==> config.mk <==
export PLATFORM = sky130hd
export DESIGN_NAME = mem_bus_arbiter
export DESIGN_NICKNAME = d
export VERILOG_FILES = /design/src/rtl/mem_bus_pkg.sv /design/src/rtl/mem_bus_prio_pick.sv /design/src/rtl/mem_bus_arbiter.sv
export SDC_FILE = /design/constraint.sdc
export NUM_CORES = 1
export LEC_CHECK = 0
export CORE_ASPECT_RATIO = 1.75
export CORE_MARGIN = 3
export CORE_UTILIZATION = 34
export CTS_CLUSTER_DIAMETER = 50
export CTS_CLUSTER_SIZE = 28
export DETAILED_ROUTE_END_ITERATION = 7
export GPL_TIMING_DRIVEN = 0
export PLACE_DENSITY = 0.73
export SLEW_MARGIN = 20
export SYNTH_ARGS = -nofsm -noshare
export SYNTH_HDL_FRONTEND = slang
export SYNTH_SLANG_ARGS = --single-unit
==> constraint.sdc <==
create_clock -name clk -period 1.9 [get_ports clk]
set_clock_uncertainty 0.05 [all_clocks]
set_input_delay 0.38 -clock clk [delete_from_list [all_inputs] [get_ports clk]]
set_output_delay 0.38 -clock clk [all_outputs]
set_load 0.01 [all_outputs]
==> src/rtl/mem_bus_pkg.sv <==
// mem_bus_pkg: owner/state encodings and default limits shared by the memory bus arbiter.
package mem_bus_pkg;
    typedef enum logic [1:0] {
        OWN_NONE = 2'd0,
        OWN_D    = 2'd1,
        OWN_I    = 2'd2,
        OWN_X    = 2'd3
    } owner_e;
    typedef logic [1:0] state_t;
    localparam state_t IDLE = 2'd0;
    localparam state_t BUSY = 2'd1;
    localparam state_t DONE = 2'd2;
    localparam int GB_D = 0;
    localparam int GB_I = 1;
    localparam int GB_X = 2;
    localparam int STARVE_LIM_DEF = 8;
    localparam int TIMEOUT_DEF    = 64;
endpackage

==> src/rtl/mem_bus_prio_pick.sv <==
// mem_bus_prio_pick: fixed D > I > X priority, with X lifted to the top when promoted.
module mem_bus_prio_pick
    import mem_bus_pkg::*;
(
    input  logic [2:0] elig,
    input  logic       x_promote,
    output logic [2:0] gnt
);
    always_comb begin
        gnt = '0;
        gnt[GB_X] = elig[GB_X] && (x_promote || !(elig[GB_D] || elig[GB_I]));
        gnt[GB_D] = elig[GB_D] && !gnt[GB_X];
        gnt[GB_I] = elig[GB_I] && !gnt[GB_X] && !elig[GB_D];
    end
endmodule

==> src/rtl/mem_bus_arbiter.sv <==
// mem_bus_arbiter: shares one memory port among fetch (I), load/store (D) and aux (X) masters.
// Define MEM_BUS_TIMEOUT_EN to add the no-ack timeout that completes a transfer with bus_err.
module mem_bus_arbiter
    import mem_bus_pkg::*;
#(
    parameter int RV         = 32,
    parameter int VA         = 32,
    parameter int AW         = VA - RV / 16,
    parameter int STARVE_LIM = STARVE_LIM_DEF,
    parameter int TIMEOUT    = TIMEOUT_DEF
) (
    input  logic            clk,
    input  logic            reset,
    input  logic            i_req,
    input  logic [AW-1:0]   i_addr,
    output logic            i_done,
    input  logic            d_req,
    input  logic            d_we,
    input  logic [AW-1:0]   d_addr,
    input  logic [RV-1:0]   d_wdata,
    input  logic [RV/8-1:0] d_wmask,
    input  logic            d_io,
    output logic            d_done,
    input  logic            x_req,
    input  logic            x_we,
    input  logic [AW-1:0]   x_addr,
    input  logic [RV-1:0]   x_wdata,
    input  logic [RV/8-1:0] x_wmask,
    output logic            x_done,
    output logic [RV-1:0]   rdata,
    output logic            bus_err,
    output logic            mem_req,
    output logic            mem_we,
    output logic [AW-1:0]   mem_addr,
    output logic [RV-1:0]   mem_wdata,
    output logic [RV/8-1:0] mem_wmask,
    output logic            mem_io,
    input  logic            mem_ack,
    input  logic [RV-1:0]   mem_rdata
);
    localparam int CW = $clog2(STARVE_LIM + 1);
    localparam int MW = RV / 8;

    state_t        state_q, state_d;
    owner_e        owner_q, owner_d;
    logic          mem_req_q, mem_req_d, mem_we_q, mem_we_d, mem_io_q, mem_io_d;
    logic [AW-1:0] mem_addr_q, mem_addr_d;
    logic [RV-1:0] mem_wdata_q, mem_wdata_d, rdata_q, rdata_d;
    logic [MW-1:0] mem_wmask_q, mem_wmask_d;
    logic [CW-1:0] starve_q, starve_d;
    logic [2:0]    elig, gnt;
    logic          tmo_hit;

    assign d_done    = (state_q == DONE) && (owner_q == OWN_D);
    assign i_done    = (state_q == DONE) && (owner_q == OWN_I);
    assign x_done    = (state_q == DONE) && (owner_q == OWN_X);
    assign rdata     = rdata_q;
    assign mem_req   = mem_req_q;
    assign mem_we    = mem_we_q;
    assign mem_addr  = mem_addr_q;
    assign mem_wdata = mem_wdata_q;
    assign mem_wmask = mem_wmask_q;
    assign mem_io    = mem_io_q;

    // Gating by IDLE keeps the grant vector quiet mid-transfer, so late requests cannot disturb the counter.
    assign elig = {x_req & ~x_done, i_req & ~i_done, d_req & ~d_done} & {3{state_q == IDLE}};

    mem_bus_prio_pick u_pick (
        .elig      (elig),
        .x_promote (starve_q == CW'(STARVE_LIM)),
        .gnt       (gnt)
    );

    always_comb begin
        state_d     = state_q;
        owner_d     = owner_q;
        mem_req_d   = mem_req_q;
        mem_we_d    = mem_we_q;
        mem_addr_d  = mem_addr_q;
        mem_wdata_d = mem_wdata_q;
        mem_wmask_d = mem_wmask_q;
        mem_io_d    = mem_io_q;
        rdata_d     = rdata_q;
        starve_d    = (!x_req || gnt[GB_X]) ? '0 :
                      (state_q == IDLE && starve_q != CW'(STARVE_LIM)) ? starve_q + 1'b1 : starve_q;
        if (state_q == IDLE) begin
            owner_d = gnt[GB_D] ? OWN_D : gnt[GB_I] ? OWN_I : gnt[GB_X] ? OWN_X : OWN_NONE;
            if (|gnt) begin
                state_d     = BUSY;
                mem_req_d   = 1'b1;
                mem_we_d    = gnt[GB_D] ? d_we : (gnt[GB_X] && x_we);
                mem_addr_d  = gnt[GB_D] ? d_addr : gnt[GB_I] ? i_addr : x_addr;
                mem_wdata_d = gnt[GB_D] ? d_wdata : gnt[GB_X] ? x_wdata : '0;
                mem_wmask_d = !mem_we_d ? '1 : gnt[GB_D] ? d_wmask : x_wmask;
                mem_io_d    = gnt[GB_D] && d_io;
            end
        end else if (state_q == BUSY) begin
            if (mem_ack || tmo_hit) begin
                state_d   = DONE;
                mem_req_d = 1'b0;
                rdata_d   = mem_ack ? mem_rdata : '0;
            end
        end else begin
            state_d = IDLE;
        end
    end

    always_ff @(posedge clk) begin
        if (!reset) begin
            state_q     <= IDLE;
            owner_q     <= OWN_NONE;
            mem_req_q   <= 1'b0;
            mem_we_q    <= 1'b0;
            mem_addr_q  <= '0;
            mem_wdata_q <= '0;
            mem_wmask_q <= '0;
            mem_io_q    <= 1'b0;
            rdata_q     <= '0;
            starve_q    <= '0;
        end else begin
            state_q     <= state_d;
            owner_q     <= owner_d;
            mem_req_q   <= mem_req_d;
            mem_we_q    <= mem_we_d;
            mem_addr_q  <= mem_addr_d;
            mem_wdata_q <= mem_wdata_d;
            mem_wmask_q <= mem_wmask_d;
            mem_io_q    <= mem_io_d;
            rdata_q     <= rdata_d;
            starve_q    <= starve_d;
        end
    end

`ifdef MEM_BUS_TIMEOUT_EN
    localparam int TW = $clog2(TIMEOUT + 1);
    logic [TW-1:0] tmo_q, tmo_d;
    logic          err_q, err_d;
    assign tmo_hit = (state_q == BUSY) && !mem_ack && (tmo_q == TW'(TIMEOUT - 1));
    assign bus_err = (state_q == DONE) && err_q;
    always_comb begin
        tmo_d = (state_q == BUSY) ? tmo_q + 1'b1 : '0;
        err_d = (state_q == BUSY) ? tmo_hit : err_q;
    end
    always_ff @(posedge clk) begin
        if (!reset) begin
            tmo_q <= '0;
            err_q <= 1'b0;
        end else begin
            tmo_q <= tmo_d;
            err_q <= err_d;
        end
    end
`else
    assign tmo_hit = 1'b0;
    // Without the counter TIMEOUT has no effect; this folds to a constant 0.
    assign bus_err = (TIMEOUT < 0);
`endif

    d_held: assert property (@(posedge clk) disable iff (!reset) (state_q == BUSY && owner_q == OWN_D) |-> d_req);
    i_held: assert property (@(posedge clk) disable iff (!reset) (state_q == BUSY && owner_q == OWN_I) |-> i_req);
    x_held: assert property (@(posedge clk) disable iff (!reset) (state_q == BUSY && owner_q == OWN_X) |-> x_req);
endmodule

==> Yosys cells after proc, flatten, opt, wreduce, memory -nomap -nowiden <==
Index checks and enable logic that the tools add are counted.
{ "totals": {"register_bits": 109, "input_bits": 203, "output_inout_bits": 105, "word_cells": 73} }
{ "op_classes": {"add_sub_neg": 1, "eq_ne": 9, "muxes": 18, "bitwise": 9, "n_reduce_logical": 26} }
{ "op_table": {"columns": ["operator", "count"], "rows": [
  ["$mux W32", 2],
  ["$mux W30", 2],
  ["$mux W2", 7],
  ["$logic_and A1 B1 Y1", 10],
  ["$mux W4", 2],
  ["$eq A2 B2 Y1 const B", 3],
  ["$reduce_and A3 Y1", 2],
  ["$mux W1", 5],
  ["$not A1 Y1", 5],
  ["$add A4 B1 Y4 const B", 1],
  ["$eq A2 B1 Y1 const B", 2],
  ["$eq A4 B4 Y1 const B", 1],
  ["$logic_not A1 Y1", 4],
  ["$ne A4 B4 Y1 const B", 1],
  ["$reduce_and A2 Y1", 2],
  ["$reduce_bool A2 Y1", 2],
  ["$and A1 B1 Y1", 3],
  ["$and A3 B3 Y3", 1],
  ["$logic_or A1 B1 Y1", 3],
  ["$ne A3 B3 Y1 const B", 1],
  ["$reduce_or A3 Y1", 1],
  ["$logic_not A2 Y1", 1],
  ["$ne A2 B1 Y1 const B", 1],
  ["$reduce_or A2 Y1", 1]
]} }

==> Longest topological paths before layout <==
Gate-level depths: netlist of the first run.
{ "logic_depth": {"word_depth": 15, "depth_mapped": 8, "depth_no_buf": 6} }

==> By module <==
A second synthesis of the first run with hierarchy kept.
{ "hier_totals": {"cells_unflattened": 552, "area_unflattened_um2": 4895.9} }
{ "by_module_without_submodules": {"columns": ["module", "instances", "cells_per_inst", "area_per_inst_um2", "seq_area_each_um2"], "rows": [
  ["mem_bus_arbiter", 1, 547, 4857.2, 2182.1],
  ["mem_bus_prio_pick", 1, 5, 38.8, 0.0]
]} }

==> Worst setup path after synthesis of the first run <==
OpenSTA, ideal clock, no wires.
{ "synth_timing": {"path_kind": "reg-to-reg", "startpoint": "register starve_q[0]", "endpoint": "register mem_addr_q[28], in the netlist mem_addr[28]", "setup_ps": 92, "t_arrival_ps": 1730, "required_ps": 1758, "setup_slack_ps": 28, "path_stages_with_launch": 9, "n_path_buf": 2, "period_less_slack_ps": 1872, "path_cell_list": "dfxtp_1 > inv_1 > ha_1 > nand4b_2 > or3b_1 > buf_2 > buf_6 > mux2i_1 > o32ai_1"} }
{ "synth_between": {"elab_chain_cells": 8, "word_cells_on_any_way": 11, "classes_between": "eq/ne (1); mux (2); reduce/logical (8)"} }
{ "synth_lines": {"columns": ["element", "line_no", "text"], "rows": [
  ["from (decl)", "mem_bus_arbiter.sv:50", "logic [CW-1:0] starve_q, starve_d;"],
  ["from (signal assigned)", "mem_bus_arbiter.sv:130", "starve_q <= starve_d;"],
  ["$eq A4 B4 Y1 *", "mem_bus_arbiter.sv:70", ".x_promote (starve_q == CW'(STARVE_LIM)),"],
  ["$logic_or A1 B1 Y1 *", "mem_bus_prio_pick.sv:11", "gnt[GB_X] = elig[GB_X] && (x_promote || !(elig[GB_D] || elig[GB_I]));"],
  ["$logic_and A1 B1 Y1 *", "mem_bus_prio_pick.sv:11", null],
  ["$logic_not A1 Y1", "mem_bus_prio_pick.sv:12, mem_bus_prio_pick.sv:13", null],
  ["$logic_and A1 B1 Y1 (2 in series)", "mem_bus_prio_pick.sv:13", "gnt[GB_I] = elig[GB_I] && !gnt[GB_X] && !elig[GB_D];"],
  ["$reduce_or A3 Y1 or $mux W30 (tied branches)", "mem_bus_arbiter.sv:88, mem_bus_arbiter.sv:92", null],
  ["$reduce_and A2 Y1 (no source line) or $mux W30 (tied branches)", null, null],
  ["to (signal assigned)", "mem_bus_arbiter.sv:125", "mem_addr_q <= mem_addr_d;"],
  ["to (decl)", "mem_bus_arbiter.sv:47", "logic [AW-1:0] mem_addr_q, mem_addr_d;"]
]} }
Mark *: on every way between the ends. The rest lies on a longest branch, timed or not.
A chain may end at the register's enable or synchronous reset.

==> Final worst setup path of the first run <==
{ "layout_timing": {"startpoint": "register starve_q[1]", "endpoint": "register mem_addr_q[29], in the netlist mem_addr[29]"} }
The elaborated chain is that of the path after synthesis.

==> summary.txt, run 1 <==
Synthesis
  • Synth top area share: 41.69%
  • Synth Flop Type: dfxtp_1
  • Synthesis warning total: 0
  • Post-synth EDFFs: 0
  • Post-Syn Nets: 857
  • Leading area contributor after synthesis: dfxtp_1
  • Mapped Cells: 652
  • Synthesis-stage register bit count: 109
  • Sequential element share of the synthesized area: 41.69%
  • Post-synth cell types: 37
  • Mapped cell area: 5234 um^2
  • Avg Cell Area, Syn: 8.027 um^2
  • Synth async-reset ratio: 0%
  • Top cells by area, synth: dfxtp_1, nand2_1, a21oi_1, mux2i_1, o2bb2ai_1

Placement
  • Area after DPL: 8526 um^2
  • Placement Setup Slack: -0.8853 ns
  • PortBufs: 306
  • Dpl hpwl: 15,980 um
  • RD Place Congestion: 0.7924

Worst setup path
  • Worst R2R Start: starve_q[1]$_SDFFE_PP0P_
  • Setup CP Type: reg2reg
  • Critical R2R Capture: mem_addr[29]$_SDFFE_PN0P_
  • Slowest CP cell: or3b_4
  • CP startpoint kind: flip-flop
  • Crit path max fanout: 10
  • WP data required: 2.10 ns
  • Max incr delay on CP: 0.49 ns
  • CP arrival: 2.13 ns
  • Worst Setup End Kind: flip-flop
  • WP buf/inv: 2
  • Top delay family on crit path: simple AND/OR/NAND/NOR gates
  • FF-to-FF path depth: 7
  • Reg2Reg Setup Slack: -0.03 ns
  • Crit path cell chain: inv_2 -> ha_4 -> nand4b_4 -> or3b_4 -> buf_8 -> mux2i_1 -> o32ai_1

CTS
  • Worst skew pair latency: 0.34 ns
  • Root buffer cell: clkbuf_16
  • Hold Buf Count CTS: 0
  • CTS clk-pin slew, worst paths: 0.08 ns
  • Htree depth: 3
  • CTS tree: built
  • Max Root-Sink Buffers: 2
  • Num CTS Buffers: 9
  • Clock Sinks: 109

Floorplanning
  • Core area: 14,990 um^2
  • Die area: 16,980 um^2
  • Initial Utilization: 34.93%
  • Die Wd: 99.79 um
  • Row cnt: 59
  • I/O pins: 308
  • Die height: 170.1 um

Detailed routing
  • Drt pass-1 iters: 4
  • DRC Markers: 0
  • Via/cell ratio: 5.142
  • Wire per inst: 17.69 um
  • Initial DRC count: 216
  • Routed WL: 20,510 um
  • Via Count: 5,959
  • Post-route antenna net violation count: 0

STA
  • Max Slew Vio Count: 0
  • Least-Margin Pin Slew: 0.5078 ns
  • Setup tns final: -0.03053 ns
  • Final WS setup: -0.03053 ns
  • Unrepaired setup endpoints after global routing: true
  • Final hold vios: 0
  • F_max: 0.5180 GHz
  • Final period utilization: 101.6%
  • Slew Limit Headroom: 66.15%
  • Final Setup Violations: 1
  • Tmin final: 1.931 ns

Global route
  • Vias in the first global route: 5,885
  • Grt ovf: 0
  • Global-route wire length before repair: 31,100 um
  • Initial antenna violation count: 1
  • Largest net degree at the start of global routing: 20
  • Gr usage total: 23.15%

Run
  • MaxCap Viol Count: 0

Cells and area
  • Fin util: 60.67%
  • Final Instance Area: 9092 um^2
  • FF/Latch Area: 2190 um^2
  • Commonest cells after routing, fill and taps aside: clkdlybuf4s50_1, nand2_1, dfxtp_1, a21oi_1
  • Filler cells: 1,382
  • Layout Nets: 1,176
  • Area Overhead vs Synth: 73.73%
  • Area occupied by multi-input gates: 2900 um^2
  • Share of cells above drive strength 1: 8.615%
  • Most common cell after layout, fill and taps aside: clkdlybuf4s50_1

Hold path
  • Worst hold endpoint: rdata[24]$_SDFFE_PN0P_
  • Worst hold start: rdata[24]$_SDFFE_PN0P_
  • Hold path depth: 2
  • Min-delay worst type: reg2reg

Power
  • VDD IR max: 0.0004432 V
  • Cell Pwr Density: 696.4 nW/um^2
  • Final Total Pwr: 0.006332 W
  • Static leakage: 3.639 nW

Outcome
  • Status: finished, violations left
  • Failing checks: setup timing
-- worst register-to-register path, cell delays in order, from the launching register on --
cell      delay, ns
dfxtp_4        0.37
inv_2          0.05
ha_4           0.16
nand4b_4       0.10
or3b_4         0.49
buf_8          0.20
mux2i_1        0.15
o32ai_1        0.27
-- sequential cells by signal, summed over array words and instances (netlist names) --
register and flops:
mem_addr 30, state_q 2, mem_wdata 32, mem_io 1
owner_q 2, starve_q 4, mem_wmask 4, rdata 32
mem_we 1, mem_req 1
-- logic make-up after synthesis --
kind of cell	synth area share (%)
buffers and inverters	5.499
XOR/XNOR	0.3347
other	0.07165
multiplexers	5.738
AO/OA/AOI/OAI	26.49
flip-flops	41.69
AND/OR/NAND/NOR	19.70
adder cells (fa/ha/maj)	0.4780
-- through the flow --
| step | cells | hold WS, ns |
|---|---|---|
| global placement | 1141 | 0.3940 |
| global route | 1159 | 0.4356 |
| finish | 1159 | 0.4116 |
| detailed placement | 1141 | 0.3956 |
| floorplan | 652 | 0.4149 |
| CTS | 1156 | 0.4177 |
-- repair_timing --
action,CTS,global route
endpoints found under the setup margin,71,67
resized for setup,45,59
pin swaps,3,24
gates cloned,0,2
setup buffers,2,2
-- per-layer routing --
metal	track usage, %	up-vias	part of all wire (%)
met2	42.54	228	53
met3	5.906	36	7.0
met4	9.156	0	3.4
met5	0	-	0
li1	-	2938	-
met1	24.86	2757	36
-- cell usage after synthesis, types with 2 or more instances --
master and instances:
nand2_1 139, dfxtp_1 109, a21oi_1 65, clkbuf_1 51, o21ai_0 36, nor2_1 35
and3_1 34, a21boi_0 33, o2bb2ai_1 32, mux2i_1 30, o32ai_1 30, buf_2 8
a31oi_1 6, nand3_1 5, and2_1 3, buf_6 3, nor2b_1 3, o21a_1 3
and3b_1 2, buf_1 2, ha_1 2, inv_1 2, nand2b_1 2, nand3b_1 2
nor3b_1 2, or2_1 2
-- worst max path at each step --
| stage | startpoint | end | slack, ns | depth (start not counted) |
|---|---|---|---|---|
| global route | starve_q[1]$_SDFFE_PP0P_ | mem_addr[29]$_SDFFE_PN0P_ | -0.09 | 7 |
| finish | starve_q[1]$_SDFFE_PP0P_ | mem_addr[29]$_SDFFE_PN0P_ | -0.03 | 7 |
| floorplan | starve_q[0]$_SDFFE_PP0P_ | mem_addr[28]$_SDFFE_PN0P_ | 0.03 | 8 |
| global placement | d_req | mem_addr[4]$_SDFFE_PN0P_ | -0.90 | 6 |
| detailed placement | d_req | mem_addr[1]$_SDFFE_PN0P_ | -0.89 | 6 |
| CTS | starve_q[1]$_SDFFE_PP0P_ | mem_addr[12]$_SDFFE_PN0P_ | -0.07 | 8 |
-- where the power goes --
part | internal [W] | switching [W]
registers | 0.00249 | 0.000137
clock network | 0.000912 | 0.000905
logic | 0.00106 | 0.000822
total | 0.00447 | 0.00186
-- area by class of cell --
| class | count | share of cell area, % |
|---|---|---|
| diodes | 1 | 0.02752 |
| inverters | 2 | 0.08257 |
| multi-input cells | 476 | 31.90 |
| clock inverters | 6 | 0.6330 |
| well taps | 183 | 2.518 |
| repair buffers | 312 | 34.54 |
| plain buffers | 61 | 3.743 |
| clock buffers | 9 | 2.477 |
| flip-flops and latches | 109 | 24.08 |
Note: power is estimated with default switching activity, not from simulation.
==> run 2: changes to the inputs <==
Settings changed: SKIP_LAST_GASP set to 1.
==> summary.txt, run 2 (synthesized netlist as in run 1, its figures left out) <==
Worst setup path
  • WP data required: 2.11 ns (was 2.10 ns)
  • CP arrival: 2.12 ns (was 2.13 ns)
  • Worst R2R Start: starve_q[1]$_SDFFE_PP0P_ (unchanged)
  • Crit path max fanout: 5 (was 10)
  • Critical R2R Capture: mem_addr[27]$_SDFFE_PN0P_ (was mem_addr[29]$_SDFFE_PN0P_)
  • Reg2Reg Setup Slack: -0.01 ns (was -0.03 ns)
  • Crit path cell chain: inv_2 -> ha_4 -> nand4b_4 -> or3b_4 -> buf_8 -> buf_12 -> mux2i_4 -> o32ai_2 (was inv_2 -> ha_4 -> nand4b_4 -> or3b_4 -> buf_8 -> mux2i_1 -> o32ai_1)
  • Max incr delay on CP: 0.39 ns (was 0.49 ns)
  • WP buf/inv: 3 (was 2)
  • Setup CP Type: reg2reg (unchanged)
  • Slowest CP cell: or3b_4 (unchanged)
  • Top delay family on crit path: simple AND/OR/NAND/NOR gates (unchanged)
  • CP startpoint kind: flip-flop (unchanged)
  • FF-to-FF path depth: 8 (was 7)
  • Worst Setup End Kind: flip-flop (unchanged)

STA
  • Setup tns final: -0.01587 ns (was -0.03053 ns)
  • F_max: 0.5233 GHz (was 0.5180 GHz)
  • Final Setup Violations: 2 (was 1)
  • Unrepaired setup endpoints after global routing: true (unchanged)
  • Final WS setup: -0.01087 ns (was -0.03053 ns)
  • Final period utilization: 100.6% (was 101.6%)
  • Least-Margin Pin Slew: 0.5056 ns (was 0.5078 ns)
  • Slew Limit Headroom: 66.29% (was 66.15%)
  • Max Slew Vio Count: 0 (unchanged)
  • Final hold vios: 0 (unchanged)
  • Tmin final: 1.911 ns (was 1.931 ns)

Outcome
  • Status: finished, violations left (unchanged)
  • Failing checks: setup timing (unchanged)

Cells and area
  • Share of cells above drive strength 1: 8.811% (was 8.615%)
  • FF/Latch Area: 2190 um^2 (unchanged)
  • Area occupied by multi-input gates: 2907 um^2 (was 2900 um^2)
  • Commonest cells after routing, fill and taps aside: clkdlybuf4s50_1, nand2_1, dfxtp_1, a21oi_1 (unchanged)
  • Layout Nets: 1,177 (was 1,176)
  • Most common cell after layout, fill and taps aside: clkdlybuf4s50_1 (unchanged)
  • Filler cells: 1,373 (was 1,382)
  • Area Overhead vs Synth: 73.61% (was 73.73%)

Hold path
  • Min-delay worst type: reg2reg (unchanged)
  • Hold path depth: 2 (unchanged)
  • Worst hold endpoint: rdata[24]$_SDFFE_PN0P_ (unchanged)
  • Worst hold start: rdata[24]$_SDFFE_PN0P_ (unchanged)

Power
  • Static leakage: 3.633 nW (was 3.639 nW)
  • VDD IR max: 0.0004414 V (was 0.0004432 V)
  • Cell Pwr Density: 697.1 nW/um^2 (was 696.4 nW/um^2)
  • Final Total Pwr: 0.006334 W (was 0.006332 W)

CTS
  • Worst skew pair latency: 0.34 ns (about the same)
  • Htree depth: 3 (unchanged)
  • CTS tree: built (unchanged)
  • CTS clk-pin slew, worst paths: 0.08 ns (about the same)
  • Max Root-Sink Buffers: 2 (unchanged)
  • Root buffer cell: clkbuf_16 (unchanged)
  • Clock Sinks: 109 (unchanged)
  • Hold Buf Count CTS: 0 (unchanged)
  • Num CTS Buffers: 9 (unchanged)

Detailed routing
  • Wire per inst: 17.67 um (was 17.69 um)
  • Initial DRC count: 200 (was 216)
  • Drt pass-1 iters: 4 (unchanged)
  • Via/cell ratio: 5.132 (was 5.142)
  • DRC Markers: 0 (unchanged)
  • Post-route antenna net violation count: 0 (unchanged)
  • Via Count: 5,953 (was 5,959)
  • Routed WL: 20,500 um (was 20,510 um)

Global route
  • Largest net degree at the start of global routing: 20 (unchanged)
  • Grt ovf: 0 (unchanged)
  • Gr usage total: 23.15% (unchanged)
  • Global-route wire length before repair: 31,100 um (unchanged)
  • Vias in the first global route: 5,882 (was 5,885)
  • Initial antenna violation count: 1 (unchanged)

Floorplanning
  • Row cnt: 59 (unchanged)
  • Die Wd: 99.79 um (unchanged)
  • Core area: 14,990 um^2 (unchanged)
  • Initial Utilization: 34.93% (unchanged)
  • I/O pins: 308 (unchanged)
  • Die height: 170.1 um (unchanged)
  • Die area: 16,980 um^2 (unchanged)

Run
  • MaxCap Viol Count: 0 (unchanged)

Placement
  • Dpl hpwl: 15,980 um (unchanged)
  • PortBufs: 306 (unchanged)
  • RD Place Congestion: 0.7924 (unchanged)
==> run 2: changes by cell type in the layout (fill, tap and decap cells not counted), sizes merged <==
cell and delta:
clkbuf +1
==> run 2: report_power, final <==
part / internal, W / switching [W] / total (W)
Clock: 0.000912 / 0.000912 / 0.00182
Combinational: 0.00106 / 0.000823 / 0.00188
Sequential: 0.00249 / 0.000137 / 0.00263
==> run 2: per-layer routing <==
layer  global-route usage [%]  wire (um)  vias to the layer above
met4                    9.156        722                        0
met2                    42.51      10830                      227
met5                        0          0                        -
li1                         -          -                     2941
met1                    24.89       7523                     2747
met3                    5.906       1421                       38
==> run 2: through the flow <==
stage | cells | setup WS, ns | util (%) | hold WS (ns) | area (um^2)
after global routing | 1160 | -0.09953 | 60.63 | 0.4356 | 9086
after global placement | 1141 | -0.9004 | 56.89 | 0.3940 | 8526
final | 1160 | -0.01087 | 60.63 | 0.4116 | 9086
after CTS | 1156 | -0.08289 | 59.36 | 0.4177 | 8896
after floorplan | 652 | 0.02784 | - | 0.4149 | 5234
after detailed placement | 1141 | -0.8853 | 56.89 | 0.3956 | 8526
==> run 2: how the worst max path moves through the flow <==
stage / startpoint / to / slack, ns / cells after the start
after CTS: state_q[1]$_SDFFE_PN0P_ / mem_addr[12]$_SDFFE_PN0P_ / -0.08 / 6
after detailed placement: d_req / mem_addr[1]$_SDFFE_PN0P_ / -0.89 / 6
after global placement: d_req / mem_addr[4]$_SDFFE_PN0P_ / -0.90 / 6
final: starve_q[1]$_SDFFE_PP0P_ / mem_addr[27]$_SDFFE_PN0P_ / -0.01 / 8
after global routing: starve_q[1]$_SDFFE_PP0P_ / mem_addr[27]$_SDFFE_PN0P_ / -0.1 / 8
after floorplan: starve_q[0]$_SDFFE_PP0P_ / mem_addr[28]$_SDFFE_PN0P_ / 0.03 / 8
==> run 2: layout make-up <==
type | instances | area share, %
well taps | 183 | 2.520
multi-input cells | 476 | 31.99
diodes | 1 | 0.02754
inverters | 2 | 0.08262
flip-flops and latches | 109 | 24.10
repair buffers | 312 | 34.37
plain buffers | 62 | 3.801
clock buffers | 9 | 2.479
clock inverters | 6 | 0.6334
==> run 2: what timing repair did <==
item,CTS,global route
pin swaps,3,30
endpoints found under the setup margin,71,67
endpoints found under the hold margin,0,0
resized for setup,42,55
setup buffers,2,3
cloned,0,1
==> run 2: worst register-to-register path, stage by stage, from the launching register on <==
cell and delay [ns]:
dfxtp_4 0.37, inv_2 0.05, ha_4 0.16, nand4b_4 0.10, or3b_4 0.39, buf_8 0.15
buf_12 0.14, mux2i_4 0.18, o32ai_2 0.25
==> run 3: changes to the inputs <==
Settings changed: CORE_AREA set to 3 3 119 121, CORE_ASPECT_RATIO 1.75 to not set, CORE_MARGIN 3 to not set, CORE_UTILIZATION 34 to not set, DIE_AREA set to 0 0 122 124, DONT_BUFFER_PORTS set to 1, PLACE_DENSITY 0.73 to 0.52.
==> summary.txt, run 3 (synthesized netlist as in run 1, its figures left out) <==
Floorplanning
  • Die area: 15,130 um^2 (was 16,980 um^2)
  • Die Wd: 122 um (was 99.79 um)
  • Initial Utilization: 39.68% (was 34.93%)
  • I/O pins: 308 (unchanged)
  • Row cnt: 42 (was 59)
  • Core area: 13,190 um^2 (was 14,990 um^2)
  • Die height: 124 um (was 170.1 um)

Power
  • Cell Pwr Density: 935.7 nW/um^2 (was 697.1 nW/um^2)
  • Static leakage: 2.474 nW (was 3.633 nW)
  • VDD IR max: 0.0004042 V (was 0.0004414 V)
  • Final Total Pwr: 0.005576 W (was 0.006334 W)

Placement
  • PortBufs: 0 (was 306)
  • Placed cells: 828 (was 1,141)
  • Dpl hpwl: 13,080 um (was 15,980 um)
  • RD Place Congestion: 0.7597 (was 0.7924)

Worst setup path
  • CP startpoint kind: flip-flop (unchanged)
  • CP arrival: 2.11 ns (was 2.12 ns)
  • Worst setup path start: starve_q[0]$_SDFFE_PP0P_ (was starve_q[1]$_SDFFE_PP0P_)
  • Crit path max fanout: 7 (was 5)
  • WP data required: 2.10 ns (was 2.11 ns)
  • Reg2Reg Setup Slack: -0.008 ns (was -0.01 ns)
  • Setup CP Type: reg2reg (unchanged)
  • Worst Setup End Kind: flip-flop (unchanged)
  • Worst R2R Start: starve_q[0]$_SDFFE_PP0P_ (was starve_q[1]$_SDFFE_PP0P_)

CTS
  • CTS tree: built (unchanged)
  • Root buffer cell: clkbuf_16 (unchanged)
  • Max Root-Sink Buffers: 2 (unchanged)
  • Clock Sinks: 109 (unchanged)
  • Worst skew pair latency: 0.35 ns (was 0.34 ns)
  • Htree depth: 3 (unchanged)
  • Num CTS Buffers: 9 (unchanged)
  • CTS clk-pin slew, worst paths: 0.08 ns (about the same)
  • Hold Buf Count CTS: 0 (unchanged)

STA
  • Tmin final: 1.908 ns (was 1.911 ns)
  • F_max: 0.5240 GHz (was 0.5233 GHz)
  • Hold WS: 0.1133 ns (was 0.4116 ns)
  • Unrepaired setup endpoints after global routing: true (unchanged)
  • Least-Margin Pin Slew: 0.5807 ns (was 0.5056 ns)
  • Final period utilization: 100.4% (was 100.6%)
  • Final hold vios: 0 (unchanged)
  • Final Setup Violations: 1 (was 2)
  • Final WS setup: -0.008367 ns (was -0.01087 ns)
  • Max Slew Vio Count: 0 (unchanged)
  • Slew Limit Headroom: 61.29% (was 66.29%)

Global route
  • GR Layer Usage met2: 35.88% (was 42.51%)
  • GR peak layer: met2 (unchanged)
  • Global-route wire length before repair: 24,560 um (was 31,100 um)
  • Vias in the first global route: 4,575 (was 5,882)
  • Initial antenna violation count: 0 (was 1)
  • Grt ovf: 0 (unchanged)
  • Met3 usage: 6.312% (was 5.906%)
  • Largest net degree at the start of global routing: 20 (unchanged)
  • Gr usage total: 20.82% (was 23.15%)
  • Met1 Resource Use GR: 24.72% (was 24.89%)

Run
  • MaxCap Viol Count: 0 (unchanged)

Detailed routing
  • Initial DRC count: 267 (was 200)
  • Post-route antenna net violation count: 0 (unchanged)
  • Drt pass-1 iters: 5 (was 4)
  • Via/cell ratio: 5.721 (was 5.132)
  • Via Count: 4,863 (was 5,953)
  • DRC Markers: 0 (unchanged)
  • Wire per inst: 20.13 um (was 17.67 um)
  • Routed WL: 17,110 um (was 20,500 um)

Outcome
  • Failing checks: setup timing (unchanged)
  • Status: finished, violations left (unchanged)

Hold path
  • Min-delay worst type: in2reg (was reg2reg)
  • Worst hold start: mem_rdata[20] (was rdata[24]$_SDFFE_PN0P_)

Cells and area
  • Fin cells: 850 (was 1,160)
  • Area Overhead vs Synth: 13.87% (was 73.61%)
  • Layout Nets: 874 (was 1,177)
  • Filler cells: 1,344 (was 1,373)
  • Share of cells above drive strength 1: 9.644% (was 8.811%)
  • Commonest cells after routing, fill and taps aside: nand2_1, dfxtp_1, a21oi_1, clkbuf_1, o21ai_0 (was clkdlybuf4s50_1, nand2_1, dfxtp_1, a21oi_1)
  • Most common cell after layout, fill and taps aside: nand2_1 (was clkdlybuf4s50_1)
  • N_diodes: 0 (was 1)
run 3: changes by cell type in the layout (fill, tap and decap cells not counted), moves of 5 or more:
cell / delta
clkdlybuf4s50_1: -301
clkbuf_1: +9
o21ai_0: +7
clkbuf_2: -6
o21ai_1: -6
mux2i_1: +5
run 3: metal layers:
layer,vias up,part of all wire (%)
met5,-,0
met4,0,1.4
met3,15,9.7
met2,221,49
met1,2291,39
li1,2336,-
run 3: critical path, cell delays in order, from the launching register on:
cell and delay, ns:
dfxtp_2 0.34, inv_2 0.05, ha_4 0.16, nand4b_4 0.11, or3b_4 0.50, buf_12 0.18, mux2i_1 0.14, o32ai_1 0.27
run 3: repair_timing:
item,4_1_cts,5_1_grt
buffers inserted,4,3
gates cloned,0,2
setup endpoints to repair,67,61
pin swaps,5,18
gates resized for setup,16,36
run 3: stage by stage:
step           setup slack (ns)  util [%]  area (um^2)   TNS [ns]
2_1_floorplan           0.02784         -         5234          0
3_3_place_gp            -0.3288     41.35         5454     -13.82
3_5_place_dp            -0.3599     41.35         5454     -15.13
4_1_cts                -0.02525     44.01         5806   -0.04989
5_1_grt                -0.06247     45.18         5959    -0.9240
6_report              -0.008367     45.18         5959  -0.008367
run 3: area by class of cell:
cell class	instances	area (um^2)	share of cell area, %
plain buffers	62	320.3	5.375
clock buffers	11	252.7	4.241
clock inverters	5	46.29	0.7768
inverters	2	7.507	0.1260
multi-input cells	476	2823	47.37
flip-flops and latches	109	2187	36.70
well taps	176	220.2	3.695
repair buffers	9	102.6	1.722
run 3: worst paths after layout:
path,cells after the start,endpoint
hold reg to reg,2,rdata[23]$_SDFFE_PN0P_
setup / recovery,7,mem_addr[5]$_SDFFE_PN0P_
hold / removal,2,rdata[20]$_SDFFE_PN0P_
setup reg to reg,7,mem_addr[5]$_SDFFE_PN0P_
run 3: power breakdown:
| group | switching [W] | total (W) | internal [W] |
|---|---|---|---|
| logic | 0.000536 | 0.000908 | 0.000371 |
| clock network | 0.000906 | 0.00190 | 0.000992 |
| registers | 0.000277 | 0.00277 | 0.00249 |
